**src/rtl/mips_ctrl_pkg.sv**
```systemverilog
// Shared definitions for the multi-cycle MIPS control path.
// Holds the FSM state codes, the supported opcode/funct values, the 3-bit
// ALU operation codes and the ALU-B / PC-source mux encodings, plus a
// helper that tells whether an R-type funct is one the datapath executes.
package mips_ctrl_pkg;

    typedef enum logic [3:0] {
        S_FETCH  = 4'd0,
        S_DECODE = 4'd1,
        S_MEMADR = 4'd2,
        S_MEMRD  = 4'd3,
        S_MEMWB  = 4'd4,
        S_MEMWR  = 4'd5,
        S_REXEC  = 4'd6,
        S_ALUWB  = 4'd7,
        S_BRANCH = 4'd8,
        S_IEXEC  = 4'd9,
        S_IWB    = 4'd10,
        S_JUMP   = 4'd11
    } state_t;

    localparam logic [5:0] OP_RTYPE = 6'b000000;
    localparam logic [5:0] OP_LW    = 6'b100011;
    localparam logic [5:0] OP_SW    = 6'b101011;
    localparam logic [5:0] OP_BEQ   = 6'b000100;
    localparam logic [5:0] OP_BNE   = 6'b000101;
    localparam logic [5:0] OP_ADDI  = 6'b001000;
    localparam logic [5:0] OP_J     = 6'b000010;

    localparam logic [5:0] FUNCT_ADD = 6'b100000;
    localparam logic [5:0] FUNCT_SUB = 6'b100010;
    localparam logic [5:0] FUNCT_AND = 6'b100100;
    localparam logic [5:0] FUNCT_OR  = 6'b100101;
    localparam logic [5:0] FUNCT_SLT = 6'b101010;

    localparam logic [2:0] ALU_ADD = 3'b010;
    localparam logic [2:0] ALU_SUB = 3'b110;
    localparam logic [2:0] ALU_AND = 3'b000;
    localparam logic [2:0] ALU_OR  = 3'b001;
    localparam logic [2:0] ALU_SLT = 3'b111;

    localparam logic [1:0] SRCB_B        = 2'b00;
    localparam logic [1:0] SRCB_FOUR     = 2'b01;
    localparam logic [1:0] SRCB_IMM      = 2'b10;
    localparam logic [1:0] SRCB_IMM_SHL2 = 2'b11;

    localparam logic [1:0] PC_ALU    = 2'b00;
    localparam logic [1:0] PC_ALUOUT = 2'b01;
    localparam logic [1:0] PC_JUMP   = 2'b10;

    // True for the five R-type functs the ALU can execute.
    function automatic logic is_rtype_funct(input logic [5:0] f);
        return (f == FUNCT_ADD) || (f == FUNCT_SUB) || (f == FUNCT_AND) ||
               (f == FUNCT_OR)  || (f == FUNCT_SLT);
    endfunction

endpackage

```
**src/rtl/mips_alu_decoder.sv**
```systemverilog
// ALU operation decoder for the multi-cycle controller.
// Ports:
//   state        in  current controller state
//   funct        in  instruction[5:0]
//   aluop_to_alu out 3-bit ALU operation for this cycle
module mips_alu_decoder
    import mips_ctrl_pkg::*;
(
    input  state_t      state,
    input  logic [5:0]  funct,
    output logic [2:0]  aluop_to_alu
);

    // Address/PC/immediate states add, BRANCH compares by subtracting,
    // REXEC follows funct; states that do not use the ALU drive 000.
    always_comb begin
        aluop_to_alu = 3'b000;
        case (state)
            S_FETCH, S_DECODE, S_MEMADR, S_IEXEC: aluop_to_alu = ALU_ADD;
            S_BRANCH:                             aluop_to_alu = ALU_SUB;
            S_REXEC: begin
                case (funct)
                    FUNCT_SUB: aluop_to_alu = ALU_SUB;
                    FUNCT_AND: aluop_to_alu = ALU_AND;
                    FUNCT_OR:  aluop_to_alu = ALU_OR;
                    FUNCT_SLT: aluop_to_alu = ALU_SLT;
                    default:   aluop_to_alu = ALU_ADD;
                endcase
            end
            default: aluop_to_alu = 3'b000;
        endcase
    end

endmodule

```
**src/rtl/mips_multicycle_controller.sv**
```systemverilog
// Moore-style control FSM for a multi-cycle MIPS datapath with a shared
// instruction/data memory and a single reused ALU.
// Ports:
//   clock, reset               rising-edge clock, synchronous active-high reset
//   op, funct, zero            instruction fields from the IR, ALU zero flag
//   mem_ready                  memory finished the current access this cycle
//   iord..pcen                 datapath mux selects and write strobes
//   aluop_to_alu               3-bit ALU operation
//   instr_done                 pulse on the last cycle of a retired instruction
//   illegal                    pulse in DECODE for an unsupported instruction
//   state                      current state code (debug)
module mips_multicycle_controller
    import mips_ctrl_pkg::*;
#(
    parameter logic [3:0] RESET_STATE = 4'd0
)(
    input  logic        clock,
    input  logic        reset,
    input  logic [5:0]  op,
    input  logic [5:0]  funct,
    input  logic        zero,
    input  logic        mem_ready,
    output logic        iord,
    output logic        memread,
    output logic        memwrite,
    output logic        irwrite,
    output logic        regdst,
    output logic        memtoreg,
    output logic        regwrite,
    output logic        alusrca,
    output logic [1:0]  alusrcb,
    output logic [2:0]  aluop_to_alu,
    output logic [1:0]  pcsrc,
    output logic        pcen,
    output logic        instr_done,
    output logic        illegal,
    output logic [3:0]  state
);

    state_t     state_q;
    state_t     state_d;
    logic [2:0] aluop_raw;

    mips_alu_decoder u_alu_decoder (
        .state        (state_q),
        .funct        (funct),
        .aluop_to_alu (aluop_raw)
    );

    // Reset forces the ALU op to zero together with every other control.
    assign aluop_to_alu = reset ? 3'b000 : aluop_raw;
    assign state        = state_q;

    // Next state and per-state controls. irwrite/pcen in FETCH, the MEMWR
    // completion and the branch decision depend on live inputs, so they are
    // decoded here from the current state rather than registered.
    always_comb begin
        state_d    = state_q;
        iord       = 1'b0;
        memread    = 1'b0;
        memwrite   = 1'b0;
        irwrite    = 1'b0;
        regdst     = 1'b0;
        memtoreg   = 1'b0;
        regwrite   = 1'b0;
        alusrca    = 1'b0;
        alusrcb    = SRCB_B;
        pcsrc      = PC_ALU;
        pcen       = 1'b0;
        instr_done = 1'b0;
        illegal    = 1'b0;
        case (state_q)
            S_FETCH: begin
                memread = 1'b1;
                alusrcb = SRCB_FOUR;
                if (mem_ready) begin
                    irwrite = 1'b1;
                    pcen    = 1'b1;
                    state_d = S_DECODE;
                end
            end
            S_DECODE: begin
                alusrcb = SRCB_IMM_SHL2;
                case (op)
                    OP_LW, OP_SW:    state_d = S_MEMADR;
                    OP_BEQ, OP_BNE:  state_d = S_BRANCH;
                    OP_ADDI:         state_d = S_IEXEC;
                    OP_J:            state_d = S_JUMP;
                    OP_RTYPE: begin
                        if (is_rtype_funct(funct)) begin
                            state_d = S_REXEC;
                        end else begin
                            illegal    = 1'b1;
                            instr_done = 1'b1;
                            state_d    = S_FETCH;
                        end
                    end
                    default: begin
                        illegal    = 1'b1;
                        instr_done = 1'b1;
                        state_d    = S_FETCH;
                    end
                endcase
            end
            S_MEMADR: begin
                alusrca = 1'b1;
                alusrcb = SRCB_IMM;
                state_d = (op == OP_LW) ? S_MEMRD : S_MEMWR;
            end
            S_MEMRD: begin
                memread = 1'b1;
                iord    = 1'b1;
                if (mem_ready) state_d = S_MEMWB;
            end
            S_MEMWB: begin
                regwrite   = 1'b1;
                memtoreg   = 1'b1;
                instr_done = 1'b1;
                state_d    = S_FETCH;
            end
            S_MEMWR: begin
                memwrite = 1'b1;
                iord     = 1'b1;
                if (mem_ready) begin
                    instr_done = 1'b1;
                    state_d    = S_FETCH;
                end
            end
            S_REXEC: begin
                alusrca = 1'b1;
                alusrcb = SRCB_B;
                state_d = S_ALUWB;
            end
            S_ALUWB: begin
                regwrite   = 1'b1;
                regdst     = 1'b1;
                instr_done = 1'b1;
                state_d    = S_FETCH;
            end
            S_BRANCH: begin
                alusrca    = 1'b1;
                alusrcb    = SRCB_B;
                pcsrc      = PC_ALUOUT;
                pcen       = (op == OP_BEQ) ? zero : ~zero;
                instr_done = 1'b1;
                state_d    = S_FETCH;
            end
            S_IEXEC: begin
                alusrca = 1'b1;
                alusrcb = SRCB_IMM;
                state_d = S_IWB;
            end
            S_IWB: begin
                regwrite   = 1'b1;
                instr_done = 1'b1;
                state_d    = S_FETCH;
            end
            S_JUMP: begin
                pcsrc      = PC_JUMP;
                pcen       = 1'b1;
                instr_done = 1'b1;
                state_d    = S_FETCH;
            end
            default: state_d = S_FETCH;
        endcase
        // While reset is held nothing may be written or requested.
        if (reset) begin
            iord       = 1'b0;
            memread    = 1'b0;
            memwrite   = 1'b0;
            irwrite    = 1'b0;
            regdst     = 1'b0;
            memtoreg   = 1'b0;
            regwrite   = 1'b0;
            alusrca    = 1'b0;
            alusrcb    = SRCB_B;
            pcsrc      = PC_ALU;
            pcen       = 1'b0;
            instr_done = 1'b0;
            illegal    = 1'b0;
        end
    end

    // State register with synchronous reset.
    always_ff @(posedge clock) begin
        if (reset) state_q <= state_t'(RESET_STATE);
        else       state_q <= state_d;
    end

endmodule

```
**config.mk**
```make
export PLATFORM = sky130hd
export DESIGN_NAME = mips_multicycle_controller
export DESIGN_NICKNAME = d
export VERILOG_FILES = /design/src/rtl/mips_ctrl_pkg.sv /design/src/rtl/mips_alu_decoder.sv /design/src/rtl/mips_multicycle_controller.sv
export SDC_FILE = /design/constraint.sdc
export NUM_CORES = 1
export LEC_CHECK = 0
export CORE_UTILIZATION = 43
export CTS_BUF_LIST = sky130_fd_sc_hd__clkbuf_8 sky130_fd_sc_hd__clkbuf_16
export DETAILED_ROUTE_END_ITERATION = 10
export MAX_ROUTING_LAYER = met4
export PLACE_DENSITY_LB_ADDON = 0.08
export SLEW_MARGIN = 10
export SYNTH_ARGS = -nofsm -noshare
export SYNTH_HDL_FRONTEND = slang
export SYNTH_SLANG_ARGS = --single-unit
```
**constraint.sdc**
```tcl
create_clock -name clock -period 2.4 [get_ports clock]
set_clock_uncertainty 0.05 [all_clocks]
set_input_delay 0.36 -clock clock [delete_from_list [all_inputs] [get_ports clock]]
set_output_delay 0.36 -clock clock [all_outputs]
set_load 0.005 [all_outputs]
```
## After elaboration in Yosys (flattened, before gate mapping)

Cells that the tools add are included.

- $add $sub $neg: 0
- $mul: 0
- Div/mod/pow operators: 0
- $lt $le $gt $ge: 0
- Equal/unequal tests: 25
- Shift-type cells: 0
- Multiplexer cells: 40
- Bitwise logic cells: 1
- Reduce and logical (&&, ||, !) cells: 17

Operators with widths:

| kind | count |
|---|---|
| $eq 6x6->1 const B | 7 |
| $pmux 4 s7 | 1 |
| $mux 1 | 23 |
| $pmux 4 s5 | 1 |
| $eq 4x3->1 const B | 4 |
| $eq 4x4->1 const B | 4 |
| $eq 6x3->1 const B | 2 |
| $mux 4 | 3 |
| $pmux 3 s4 | 1 |
| $reduce_or 2->1 | 5 |
| $mux 3 | 3 |
| $pmux 3 s3 | 1 |
| $eq 4x2->1 const B | 2 |
| $reduce_or 4->1 | 2 |
| $eq 6x2->1 const B | 1 |
| $eq 6x4->1 const B | 1 |
| $logic_not 6->1 | 1 |
| $ne 2x2->1 const B | 3 |
| $pmux 1 s3 | 2 |
| $pmux 2 s3 | 1 |
| $reduce_or 6->1 | 1 |
| $reduce_or 5->1 | 1 |
| $eq 4x1->1 const B | 1 |
| $logic_not 4->1 | 1 |
| other kinds (7) | 11 |

- Register bits: 4
- Bits in latches: 0
- Memory bits (writable): 0
- Bits in read-only memories: 0
- Input port bits: 16
- Output and inout port bits: 22
- Word-level logic and storage cells: 84
- Memories kept: 0

## Longest topological paths before layout

- Depth in word-level cells: 9
- Depth in mapped cells: 6
- Gate-level depth less buffers: 4

## Hierarchy

From an unflattened synthesis, not the netlist that was laid out.

- Cells, all modules: 107
- Area, all modules: 729.4 µm²

By module, submodules not included:

| module | times used | cells each | area each (µm²) |
|---|---|---|---|
| mips_multicycle_controller | 1 | 96 | 628.1 |
| mips_alu_decoder | 1 | 11 | 101.3 |

## Worst setup path after synthesis

OpenSTA, ideal clock, no wires.

- Path type: register to output
- From: register state_q[0], in the netlist state[0]
- To: output port instr_done
- Arrival: 1385 ps
- Data required time: 1990 ps
- Slack: 605 ps
- Cell stages (with the launch flop): 5
- Path buffers: 1
- Cells stage by stage: dfxtp_1 > buf_6 > or3b_4 > a2111o_1 > o21ai_1

- Longest elaborated chain between the ends: 4
- Elaborated cells on any way between the ends: 10

Ends and longest elaborated chain:

| what | RTL line | RTL |
|---|---|---|
| from (decl) | mips_multicycle_controller.sv:40 | `state_t state_q;` |
| from (signal assigned) | mips_multicycle_controller.sv:186 | `if (reset) state_q <= state_t'(RESET_STATE);` |
| from (signal assigned) | mips_multicycle_controller.sv:187 | `else state_q <= state_d;` |
| $eq 4x4->1 / $eq 4x3->1 (equally long branches) | mips_multicycle_controller.sv:72 | `case (state_q)` |
| $reduce_or 5->1 (no source line) | - |  |
| $pmux 1 s3 (*) | mips_multicycle_controller.sv:72 |  |
| $mux 1 (*) | mips_multicycle_controller.sv:167 | `if (reset) begin` |
| to (decl) | mips_multicycle_controller.sv:35 | `output logic instr_done,` |

Mark *: on every way between the ends. The rest lies on a longest branch, timed or not.

## Final worst setup path

- From: register state_q[0], in the netlist state[0]
- To: output port memwrite

- Longest elaborated chain between the ends: 3

Ends and longest elaborated chain:

| what | RTL line | RTL |
|---|---|---|
| $eq 4x3->1 | mips_multicycle_controller.sv:72 |  |
| $mux 1 | mips_multicycle_controller.sv:72 |  |
| $mux 1 | mips_multicycle_controller.sv:167 |  |
| to (decl) | mips_multicycle_controller.sv:25 | `output logic memwrite,` |

Every way passes these cells.

==> impl_results.md <==
- Synthesized area per cell: 6.694 um2
- CTS tree: yes
- DRC viols: 3
- Synth Warn #: 0
- Ports: 38
- Layout Nets: 202
- Vias in the first global route: 1,132
- Switching Fraction: 0.3584
- Setup TNS: 0 ns
- Worst hold path class: reg -> reg
- Clock share of power: 0.262
- Initial antenna violation count: 0
- Drt total wl: 3311 um
- RD Place Congestion: 0.8623
- Initial Util: 0.4586
- Syn Inst Count: 117
- Clock-pin slew on the worst setup and hold paths: 0.03 ns
- Port Buf Inserts: 37
- Worst-path fanout max: 9
- First-pass DRT Iterations: 8
- CP required: 1.99 ns
- Synth Flop Type: dfxtp_1
- Placed Cells: 205
- Achievable frequency: 0.4283 GHz
- Pwr per Cell Area: 358.2 nW/um2
- Slew Limit Fails: 0
- #FFs+latches synth: 4
- Area leader, netlist: dfxtp_1
- Multi-input gate area: 670.6 um2
- Share of cells above drive strength 1: 0.2935
- Maxcap violations: 0
- Seq. cell area: 82.58 um2
- Global-route wire length before repair: 5057 um
- Failing checks: design-rule violations
- Global route overflow: 0
- Core ar.: 1708 um2
- Die W: 44.68 um
- Netlist cell types: 44
- Status: finished with violations
- Layout fillers: 93
- RSZ-0062 raised after global routing: false
- Largest net degree at the start of global routing: 11
- CP endpoint kind: output pin
- Sequential area share after synthesis: 0.1022
- CTS Root Cell: clkbuf_8
- Non-Filler Instances: 209
- Flop pwr share: 0.166
- Comb pwr share: 0.572
- Die height: 44.68 um
- Vias/cell: 5.823
- Final Hold Viols: 0
- Worst vdd ir: 0.7021 mV
- Hpwl dp: 2284 um
- DR WL/cell: 15.84 um
- CTS max path bufs: 2
- Via count: 1,217
- Lkg Pwr: 0.0006628 uW
- Psw: 190.5 uW
- Min cycle time layout: 2.335 ns
- Row count: 15
- Slew headroom: 0.7516
- Gr usage total: 0.3520
- CP Launch Type: register
- Worst EP arrival: 1.93 ns
- Async S/R FF share, synth: 0
- Remaining antenna violation count: 0
- Clk_lat worst skew: 0.21 ns
- Starting DRT DRC Count: 56
- P_int: 341.0 uW
- CTS sink count: 4
- Synth top area cells: dfxtp_1 (10%), nor2_1 (7.2%), nand2b_1 (4.8%), nand2_1 (4.3%), buf_6 (4.3%)
- Area share of the largest cell type after synthesis: 0.1022
- H-tree depth: 1
- Endpoints failing setup: 0
- Max reg flops: 4
- Worst-margin pin slew: 0.3721 ns
- Synthesized Nets: 133
- Setup CP Type: reg -> out
- Die area: 1996 um2
- CTS Buf Count: 3
- Layout area overhead: 89.46%
- Post-synth EDFFs: 0
- Post-Syn Area: 783.3 um2
- ANT cells: 0
- Final Cycle Share: 0.9729
[path summary, 6_finish.rpt]
kind / cells after the start / from / slack, ns / endpoint
setup / recovery: 5 / state[0] / 0.06 / memwrite
hold reg to reg: 2 / state[0] / 0.63 / state[3]
hold / removal: 2 / state[0] / 0.63 / state[3]
setup reg to reg: 5 / state[2] / 0.72 / state[1]
[cells by family (layout without fill, tap and decap cells)]
group,Yosys count,in the layout,synth area share
buffers and inverters,15,82,0.1038
AND/OR/NAND/NOR,64,64,0.4696
flip-flops,4,4,0.1022
multiplexers,1,1,0.01278
AO/OA/AOI/OAI,29,29,0.2668
XOR/XNOR,4,4,0.04474
[through the flow]
| stage | hold WS, ns | total power [uW] | util | setup slack, ns | area [um2] |
|---|---|---|---|---|---|
| 3_3_place_gp | 0.6453 | 363.4 | 0.8154 | -0.2380 | 1393 |
| 3_5_place_dp | 0.6627 | 374.4 | 0.8154 | -0.3068 | 1393 |
| 4_1_cts | 0.6322 | 514.9 | 0.8527 | 0.01184 | 1456 |
| 5_1_grt | 0.6467 | 553.9 | 0.8689 | 0.01010 | 1484 |
| 2_1_floorplan | 0.4190 | 215.9 | - | 0.6047 | 783.3 |
| 6_report | 0.6350 | 531.5 | 0.8689 | 0.06492 | 1484 |
[power groups by stage]
stage / Clock [uW] / Sequential [uW] / Combinational (uW)
floorplan: 0 / 78.5 / 137
global route: 145 / 88.9 / 320
global placement: 0 / 86.9 / 276
detailed placement: 0 / 87.5 / 287
CTS: 138 / 87.3 / 289
finish: 139 / 88.2 / 304
[critical path, cell delays in order (launching register included)]
cell	delay, ns
dfxtp_2	0.41
or3b_4	0.41
buf_4	0.15
nand2b_1	0.17
inv_1	0.07
clkdlybuf4s50_1	0.50
[layer usage]
metal	GRT usage	vias up	wire length [um]
met3	0.08980	10	210
met2	0.6588	77	1748
met4	0.06667	0	76
li1	-	562	-
met5	-	-	0
met1	0.3689	568	1274
[cells in the final DEF (no fill, tap or decap), types with 2 or more instances in the layout]
master            n
buf_4            37
clkdlybuf4s50_1  23
nor2_1           15
dlygate4sd2_1    11
nand2_1           9
nand2b_1          6
a21oi_1           6
nor3_1            5
inv_1             5
nand3_1           4
o21ai_0           4
nand3b_1          3
clkbuf_8          3
or3_1             2
o21ai_1           2
nor3b_1           2
o21bai_1          2
and2_1            2
nor4b_2           2
nor2b_1           2
xor2_1            2
nor3b_2           2
xnor2_1           2
o211a_1           2
a311oi_1          2
dlymetal6s2s_1    2
dfxtp_2           2
dfxtp_1           2
[area by class of cell]
type,instances,share of cell area
clock buffers,3,0.02782
well taps,25,0.02108
repair buffers,74,0.4309
inverters,5,0.01265
multi-input cells,98,0.4519
flip-flops and latches,4,0.05565
[repair_timing]
| action | CTS | global route |
|---|---|---|
| pin swaps | 2 | 1 |
| resized for setup | 21 | 7 |
| setup endpoints to repair | 9 | 5 |
| hold buffers | 0 | 0 |
| buffers inserted | 0 | 1 |
[cell usage after synthesis, types with 3 or more instances]
library cell   n
nor2_1        15
nand2_1        9
a21oi_1        6
nand2b_1       6
nor3_1         6
clkbuf_1       5
inv_1          5
o21ai_0        5
dfxtp_1        4
nand3_1        4
buf_6          3
nand3b_1       3
nor2b_1        3
nor3b_1        3
Power figures use the tool's default switching activity.
